File: config.mk
export PLATFORM = sky130hd
export DESIGN_NAME = ym_wr_sched
export DESIGN_NICKNAME = d
export VERILOG_FILES = /design/src/rtl/tfm_pkg.sv /design/src/rtl/lb_fifo.sv /design/src/rtl/ym_wr_sched.sv
export SDC_FILE = /design/constraint.sdc
export NUM_CORES = 1
export LEC_CHECK = 0
export ABC_AREA = 1
export CAP_MARGIN = 15
export CORE_UTILIZATION = 45
export DETAILED_ROUTE_END_ITERATION = 8
export PLACE_DENSITY_LB_ADDON = 0.3
export SKIP_CTS_REPAIR_TIMING = 1
export SYNTH_ARGS = -nofsm -noshare
export SYNTH_HDL_FRONTEND = slang
export SYNTH_SLANG_ARGS = --single-unit
File: constraint.sdc
create_clock -name clk -period 2 [get_ports clk]
set_clock_uncertainty 0.05 [all_clocks]
set_input_delay 0.3 -clock clk [delete_from_list [all_inputs] [get_ports clk]]
set_output_delay 0.3 -clock clk [all_outputs]
set_load 0.02 [all_outputs]
File: src/rtl/tfm_pkg.sv
// Shared types for the local-bus write scheduler: chip ids, FSM states, FIFO entry.
package tfm_pkg;

  localparam logic [1:0] CHIP_YM0  = 2'd0;
  localparam logic [1:0] CHIP_YM1  = 2'd1;
  localparam logic [1:0] CHIP_SAA  = 2'd2;
  localparam logic [1:0] CHIP_RSVD = 2'd3;

  typedef enum logic [1:0] {
    ST_IDLE,
    ST_SETUP,
    ST_STROBE,
    ST_HOLD
  } state_t;

  typedef struct packed {
    logic [1:0] chip;
    logic       a0;
    logic [7:0] data;
  } entry_t;

  localparam int ENTRY_W = $bits(entry_t);

  // One-hot {SAA, YM1, YM0} select; the reserved id selects nothing.
  function automatic logic [2:0] chip_sel(input logic [1:0] chip);
    logic [2:0] sel;
    case (chip)
      CHIP_YM0: sel = 3'b001;
      CHIP_YM1: sel = 3'b010;
      CHIP_SAA: sel = 3'b100;
      default:  sel = 3'b000;
    endcase
    return sel;
  endfunction

endpackage

File: src/rtl/lb_fifo.sv
// In-order FIFO holding pending local-bus writes; a push while full is dropped.
module lb_fifo #(
  parameter int DEPTH = 4,
  parameter int W     = 11
) (
  input  logic                     clk,
  input  logic                     rst_n,
  input  logic                     push,
  input  logic [W-1:0]             din,
  input  logic                     pop,
  output logic [W-1:0]             dout,
  output logic                     full,
  output logic                     empty,
  output logic [$clog2(DEPTH):0]   level
);

  localparam int AW = $clog2(DEPTH);
  localparam int LW = AW + 1;

  logic [W-1:0]  mem_q [DEPTH];
  logic [AW-1:0] wr_ptr_q, wr_ptr_d;
  logic [AW-1:0] rd_ptr_q, rd_ptr_d;
  logic [LW-1:0] count_q, count_d;
  logic          push_ok, pop_ok;

  assign full    = (count_q == LW'(DEPTH));
  assign empty   = (count_q == '0);
  assign level   = count_q;
  assign dout    = mem_q[rd_ptr_q];
  assign push_ok = push && !full;
  assign pop_ok  = pop && !empty;

  always_comb begin
    wr_ptr_d = push_ok ? wr_ptr_q + AW'(1) : wr_ptr_q;
    rd_ptr_d = pop_ok  ? rd_ptr_q + AW'(1) : rd_ptr_q;
    count_d  = count_q;
    if (push_ok && !pop_ok)      count_d = count_q + LW'(1);
    else if (pop_ok && !push_ok) count_d = count_q - LW'(1);
  end

  always_ff @(posedge clk or negedge rst_n) begin
    if (!rst_n) begin
      wr_ptr_q <= '0;
      rd_ptr_q <= '0;
      count_q  <= '0;
    end else begin
      wr_ptr_q <= wr_ptr_d;
      rd_ptr_q <= rd_ptr_d;
      count_q  <= count_d;
    end
  end

  always_ff @(posedge clk) begin
    if (push_ok) mem_q[wr_ptr_q] <= din;
  end

endmodule

File: src/rtl/ym_wr_sched.sv
// Replays buffered YM2203/SAA register writes onto the local bus with fixed
// setup/strobe/hold timing and per-chip recovery holdoff.
//   state     | meaning
//   ST_IDLE   | bus released; waiting for a head entry whose chip is not in holdoff
//   ST_SETUP  | CS, A0 and data driven, WR high (T_SETUP cycles)
//   ST_STROBE | WR low for the selected chip (T_WR cycles)
//   ST_HOLD   | WR high, CS/data still driven; pop and load holdoff on exit
module ym_wr_sched
  import tfm_pkg::*;
#(
  parameter int DEPTH    = 4,
  parameter int T_SETUP  = 2,
  parameter int T_WR     = 4,
  parameter int YM_AWAIT = 192,
  parameter int YM_DWAIT = 1328,
  parameter int SAA_WAIT = 4,
  parameter int CW       = 11
) (
  input  logic                   clk,
  input  logic                   rst_n,
  input  logic                   req_valid,
  output logic                   req_ready,
  input  logic [1:0]             req_chip,
  input  logic                   req_a0,
  input  logic [7:0]             req_data,
  output logic [7:0]             lb_d,
  output logic                   lb_doe,
  output logic                   lb_a0,
  output logic                   ymcs0_n,
  output logic                   ymcs1_n,
  output logic                   saacs_n,
  output logic                   ymwr_n,
  output logic                   saawr_n,
  output logic [2:0]             busy,
  output logic                   idle,
  output logic [$clog2(DEPTH):0] level
);

  localparam int TMAX = (T_SETUP > T_WR) ? T_SETUP : T_WR;
  localparam int PW   = $clog2(TMAX + 1);

  entry_t               req_ent, head;
  logic [ENTRY_W-1:0]   head_raw;
  logic                 fifo_full, fifo_empty, pop, load, head_free;
  logic [CW-1:0]        load_val;
  logic [CW-1:0]        holdoff_q [3];
  logic [CW-1:0]        holdoff_d [3];

  state_t     state_q, state_d;
  logic [PW-1:0] cnt_q, cnt_d;
  logic [1:0] cur_chip_q, cur_chip_d;
  logic       cur_a0_q, cur_a0_d;
  logic [7:0] lb_d_q, lb_d_d;
  logic       lb_doe_q, lb_doe_d, lb_a0_q, lb_a0_d;
  logic [2:0] cs_n_q, cs_n_d;
  logic       ymwr_n_q, ymwr_n_d, saawr_n_q, saawr_n_d;

  assign req_ent = '{chip: req_chip, a0: req_a0, data: req_data};
  assign head    = entry_t'(head_raw);

  lb_fifo #(.DEPTH(DEPTH), .W(ENTRY_W)) u_fifo (
    .clk   (clk),
    .rst_n (rst_n),
    .push  (req_valid),
    .din   (req_ent),
    .pop   (pop),
    .dout  (head_raw),
    .full  (fifo_full),
    .empty (fifo_empty),
    .level (level)
  );

  assign req_ready = !fifo_full;
  assign busy      = {holdoff_q[2] != '0, holdoff_q[1] != '0, holdoff_q[0] != '0};
  assign idle      = fifo_empty && (state_q == ST_IDLE) && (busy == 3'b000);
  assign {saacs_n, ymcs1_n, ymcs0_n} = cs_n_q;
  assign ymwr_n  = ymwr_n_q;
  assign saawr_n = saawr_n_q;
  assign lb_d    = lb_d_q;
  assign lb_doe  = lb_doe_q;
  assign lb_a0   = lb_a0_q;

  // Holdoff of 1 expires on this edge, so the next cycle may start right now.
  always_comb begin
    case (head.chip)
      CHIP_YM0: head_free = (holdoff_q[0] <= CW'(1));
      CHIP_YM1: head_free = (holdoff_q[1] <= CW'(1));
      CHIP_SAA: head_free = (holdoff_q[2] <= CW'(1));
      default:  head_free = 1'b0;
    endcase
  end

  always_comb begin
    state_d    = state_q;
    cnt_d      = cnt_q;
    cur_chip_d = cur_chip_q;
    cur_a0_d   = cur_a0_q;
    lb_d_d     = lb_d_q;
    lb_doe_d   = lb_doe_q;
    lb_a0_d    = lb_a0_q;
    cs_n_d     = cs_n_q;
    ymwr_n_d   = ymwr_n_q;
    saawr_n_d  = saawr_n_q;
    pop        = 1'b0;
    load       = 1'b0;
    case (state_q)
      ST_IDLE: begin
        if (!fifo_empty) begin
          if (head.chip == CHIP_RSVD) begin
            pop = 1'b1;
          end else if (head_free) begin
            state_d    = ST_SETUP;
            cnt_d      = PW'(T_SETUP - 1);
            cur_chip_d = head.chip;
            cur_a0_d   = head.a0;
            lb_d_d     = head.data;
            lb_a0_d    = head.a0;
            lb_doe_d   = 1'b1;
            cs_n_d     = ~chip_sel(head.chip);
          end
        end
      end
      ST_SETUP: begin
        if (cnt_q == '0) begin
          state_d = ST_STROBE;
          cnt_d   = PW'(T_WR - 1);
          if (cur_chip_q == CHIP_SAA) saawr_n_d = 1'b0;
          else                        ymwr_n_d  = 1'b0;
        end else begin
          cnt_d = cnt_q - PW'(1);
        end
      end
      ST_STROBE: begin
        if (cnt_q == '0) begin
          state_d   = ST_HOLD;
          ymwr_n_d  = 1'b1;
          saawr_n_d = 1'b1;
        end else begin
          cnt_d = cnt_q - PW'(1);
        end
      end
      ST_HOLD: begin
        pop      = 1'b1;
        load     = 1'b1;
        state_d  = ST_IDLE;
        cs_n_d   = 3'b111;
        lb_doe_d = 1'b0;
        lb_d_d   = 8'h00;
        lb_a0_d  = 1'b0;
      end
      default: state_d = ST_IDLE;
    endcase
  end

  always_ff @(posedge clk or negedge rst_n) begin
    if (!rst_n) begin
      state_q    <= ST_IDLE;
      cnt_q      <= '0;
      cur_chip_q <= CHIP_YM0;
      cur_a0_q   <= 1'b0;
      lb_d_q     <= 8'h00;
      lb_doe_q   <= 1'b0;
      lb_a0_q    <= 1'b0;
      cs_n_q     <= 3'b111;
      ymwr_n_q   <= 1'b1;
      saawr_n_q  <= 1'b1;
    end else begin
      state_q    <= state_d;
      cnt_q      <= cnt_d;
      cur_chip_q <= cur_chip_d;
      cur_a0_q   <= cur_a0_d;
      lb_d_q     <= lb_d_d;
      lb_doe_q   <= lb_doe_d;
      lb_a0_q    <= lb_a0_d;
      cs_n_q     <= cs_n_d;
      ymwr_n_q   <= ymwr_n_d;
      saawr_n_q  <= saawr_n_d;
    end
  end

  assign load_val = (cur_chip_q == CHIP_SAA) ? CW'(SAA_WAIT) :
                    cur_a0_q                 ? CW'(YM_DWAIT) : CW'(YM_AWAIT);

  always_comb begin
    for (int i = 0; i < 3; i++) begin
      holdoff_d[i] = (holdoff_q[i] != '0) ? holdoff_q[i] - CW'(1) : '0;
    end
    if (load) begin
      case (cur_chip_q)
        CHIP_YM0: holdoff_d[0] = load_val;
        CHIP_YM1: holdoff_d[1] = load_val;
        CHIP_SAA: holdoff_d[2] = load_val;
        default:  ;
      endcase
    end
  end

  always_ff @(posedge clk or negedge rst_n) begin
    if (!rst_n) begin
      for (int i = 0; i < 3; i++) holdoff_q[i] <= '0;
    end else begin
      for (int i = 0; i < 3; i++) holdoff_q[i] <= holdoff_d[i];
    end
  end

endmodule

==> results of run 1 <==
## per-stage QoR
stage	TNS [ps]	std cells
floorplan	-21.5	546
global placement	-601	794
detailed placement	-727	794
CTS	-2260	810
global route	-875	825
finish	-359	825
## synthesized netlist by cell type (3+ instances only)
library cell	number
dfrtp_1	58
nor2_1	85
inv_2	3
ha_1	20
dfstp_2	5
xor2_1	15
edfxtp_1	44
nand4_1	6
o21ai_0	29
nand2_2	3
xnor2_1	11
nor3_1	19
nand3_1	28
o21ai_1	4
o22ai_1	13
nand2_1	119
inv_1	50
clkbuf_1	3
a21oi_1	4
## power by group through the flow
stage | registers [mW] | clock network [mW] | logic [mW]
floorplan | 3.84 | 0 | 2.86
global placement | 3.62 | 0 | 5.07
detailed placement | 3.65 | 0 | 5.23
CTS | 3.62 | 1.77 | 5.26
global route | 3.73 | 1.86 | 6.27
finish | 3.64 | 1.73 | 5.61
## cells in the final DEF, fill, tap and decap left out, types with 3 or more instances in the layout
cell type	Yosys	routed
o21ai_0	29	28
clkbuf_16	0	9
buf_4	2	90
dfrtp_1	58	55
ha_4	0	3
inv_1	50	46
edfxtp_1	44	44
nand2_2	3	15
nand2_4	1	3
inv_8	0	3
nand3_1	28	26
nor2_1	85	77
clkdlybuf4s50_1	0	30
nor3_1	19	18
o21ai_1	4	5
dfrtp_2	0	3
nand2_1	119	105
ha_1	20	16
a21oi_1	4	4
nand4_1	6	6
dfstp_2	5	5
nor3_2	2	3
xor2_1	15	15
nor2_2	2	10
xnor2_1	11	11
o22ai_1	13	13
inv_2	3	6
buf_6	2	5
## cell families after synthesis
kind of cell	after synthesis
DFF	107
muxes	1
and+or+nand+nor	273
xor gates and xnor gates	26
adders and majority gates	21
buffers and inverters	64
AOI/OAI and AO/OA	54
## metal layers
layer / up-vias / global-route usage, % / share of wire, % / wire [microns]
met4: 0 / 7.82 / 1.7 / 192
li1: 2061 / - / - / -
met2: 61 / 36.5 / 52 / 5760
met1: 1959 / 23.5 / 44 / 4850
met5: - / 0 / 0 / 0
met3: 14 / 4.54 / 2.8 / 314
## critical path: stages (launching register included)
cell and delay (ps):
dfrtp_2 480, clkinv_4 110, nand2_2 60, nand2_1 80, nand2_2 50, nand2_2 70
nand3_2 60, nand2_2 90, nand2_4 60, ha_4 160, inv_4 50, fa_2 430
mux2_4 270
## path summary, 6_finish.rpt
check | end | slack (ps) | cells past startpoint
max in group asynchronous | cs_n_q[2] | 900 | 3
max | u_fifo.level[1] | -130 | 12
min reg2reg | cnt_q[0] | 420 | 2
min | holdoff_q[2] | 400 | 2
min in group clk | cnt_q[0] | 420 | 2
max reg2reg | u_fifo.level[1] | -130 | 12
## state kept, by name, summed over array words and instances, names as in the netlist, 3 cells and up
| register | count |
|---|---|
| holdoff_q | 33 |
| cnt_q | 3 |
| lb_d | 8 |
| u_fifo.level | 3 |
| u_fifo.mem_q | 44 |
| cs_n_q | 3 |
## cell type report
| type | count | area, sq um | area share (%) |
|---|---|---|---|
| Timing Repair Buffer | 131 | 1090 | 16.0 |
| Sequential cell | 107 | 2910 | 42.6 |
| Clock buffer | 9 | 225 | 3.30 |
| Tap cell | 140 | 175 | 2.57 |
| Multi-Input combinational cell | 377 | 2150 | 31.5 |
| Inverter | 54 | 210 | 3.08 |
| Clock inverter | 7 | 63.8 | 0.935 |
==> results.yml, run 1 <==
floorplan:
  die_h_microns: 109
  fp.dieArea_sq_um: 11900
  start_util_pct: 46.8
  num_rows: 38
  core_sq_um: 11000
  dieWidth_microns: 109
  io_pins: 37
setup_path:
  cp.arrival_ps: 2320
  startpoint: "u_fifo.rd_ptr_q[0]"
  start_kind: "register"
  crit_fanout: 8
  worstPathRequired_ps: 2190
  r2r_start: "u_fifo.rd_ptr_q[0]"
  critical_path_class: "reg2reg"
  cp-end-kind: "register"
yosys:
  synth_area_sq_um: 5140
  ys.warnings.count: 0
  synthArstFlopShare_pct: 58.9
  yosys.area_share.simple_pct: 22.7
  yosys.area.top_type: "dfrtp_1"
  muxShareOfSynthArea_pct: 0.219
  synth_xor_area_share_pct: 4.43
  synth_compound_area_share_pct: 5.72
  synth_cell_types: 38
  ys_ff_latch: 107
  ys_seq_area_share_pct: 56.5
  synth_top_family_by_area: "simple AND/OR/NAND/NOR gates"
  syn_area_per_cell_sq_um: 9.42
  synth_top_area_share_pct: 28.2
  synth_edf_count: 44
  synth.area.top_cells: "dfrtp_1 28%, edfxtp_1 26%, nand2_1 8.7%, nor2_1 6.2%, ha_1 4.9%"
  synth_flop_cell: "dfrtp_1"
  syn-instance-count: 546
  synth_fp_nets: 581
  synthAdderAreaFrac_pct: 5.26
timing:
  clock.fmax_mhz: 469
  fin_crit_ps: 2130
  tightestPinTransition_ps: 554
  finalWorstSetupSlack_ps: -130
  rsz0062_at_grt: "true"
  setup_viol: 4
  hold_viol: 0
  slew_viol_final: 0
  period_share_pct: 106
  hold_slack_ps: 402
  slew_headroom_pct: 62.9
power_and_ir_drop:
  power.density_nw_per_um2: 1610
  p_comb_share_pct: 51.1
  power.leakage_nw: 3.12
  power.share.sequential_pct: 33.2
  ir_worst_vdd_mv: 0.953
  total_power_mw: 11.0
  p_switching_mw: 4.35
  switching_share_pct: 39.6
  p_int_mw: 6.63
  p_clk_share_pct: 15.8
global_routing:
  grt_max_degree: 33
  grt_pass1_vias: 4148
  grt_first_pass_wirelength_mm: 18.4
  antenna_found_initial: 0
  grt-ovfl-total: 0
  track_usage_pct: 20.4
placed_design:
  dp_hpwl_mm: 7.91
  port_buffers: 36
  gp_congestion: 0.851
  dp_slack_ps: -227
  place_area_sq_um: 6290
worst_hold_path:
  hold_class: "in2async"
cts:
  cts_tree: "done"
  clkTransAtPathRegs_ps: 70
  cts.sinks: 107
  clock_path_buffers: 2
  h-tree-depth: 3
  clk_latency_ps: 360
  cts_root_buf: "clkbuf_16"
  cts_buffers: 9
routing:
  first_pass_iters: 4
  detail_route.vias_per_cell: 4.96
  drc: 0
  ant_nets: 0
  drt_iter0_markers: 240
  wl_mm: 11.1
  num_vias: 4095
  wl_per_cell_microns: 13.5
flow_run:
  drv_cap: 0
layout:
  drive_gt1_share_pct: 25.8
  syn_to_final_growth_pct: 32.7
  nets: 715
  fillCellCount: 863
  diodes: 0
  fin_area_sq_um: 6820
  post-route-util_pct: 62.1
status:
  violations: "setup timing"
  outcome: "finished with violations"
No activity file was read; power rests on OpenSTA's default activity.
==> inputs of run 2 (changes only) <==
- CTS_CLUSTER_SIZE: unset -> 30
==> results of run 2 <==
Final layout, timing and power as in run 1 (identical DEF).
==> inputs of run 3 (changes only) <==
- GPL_ROUTABILITY_DRIVEN: unset -> 0
==> results of run 3 <==
Final layout, timing and power as in run 1 (identical DEF).
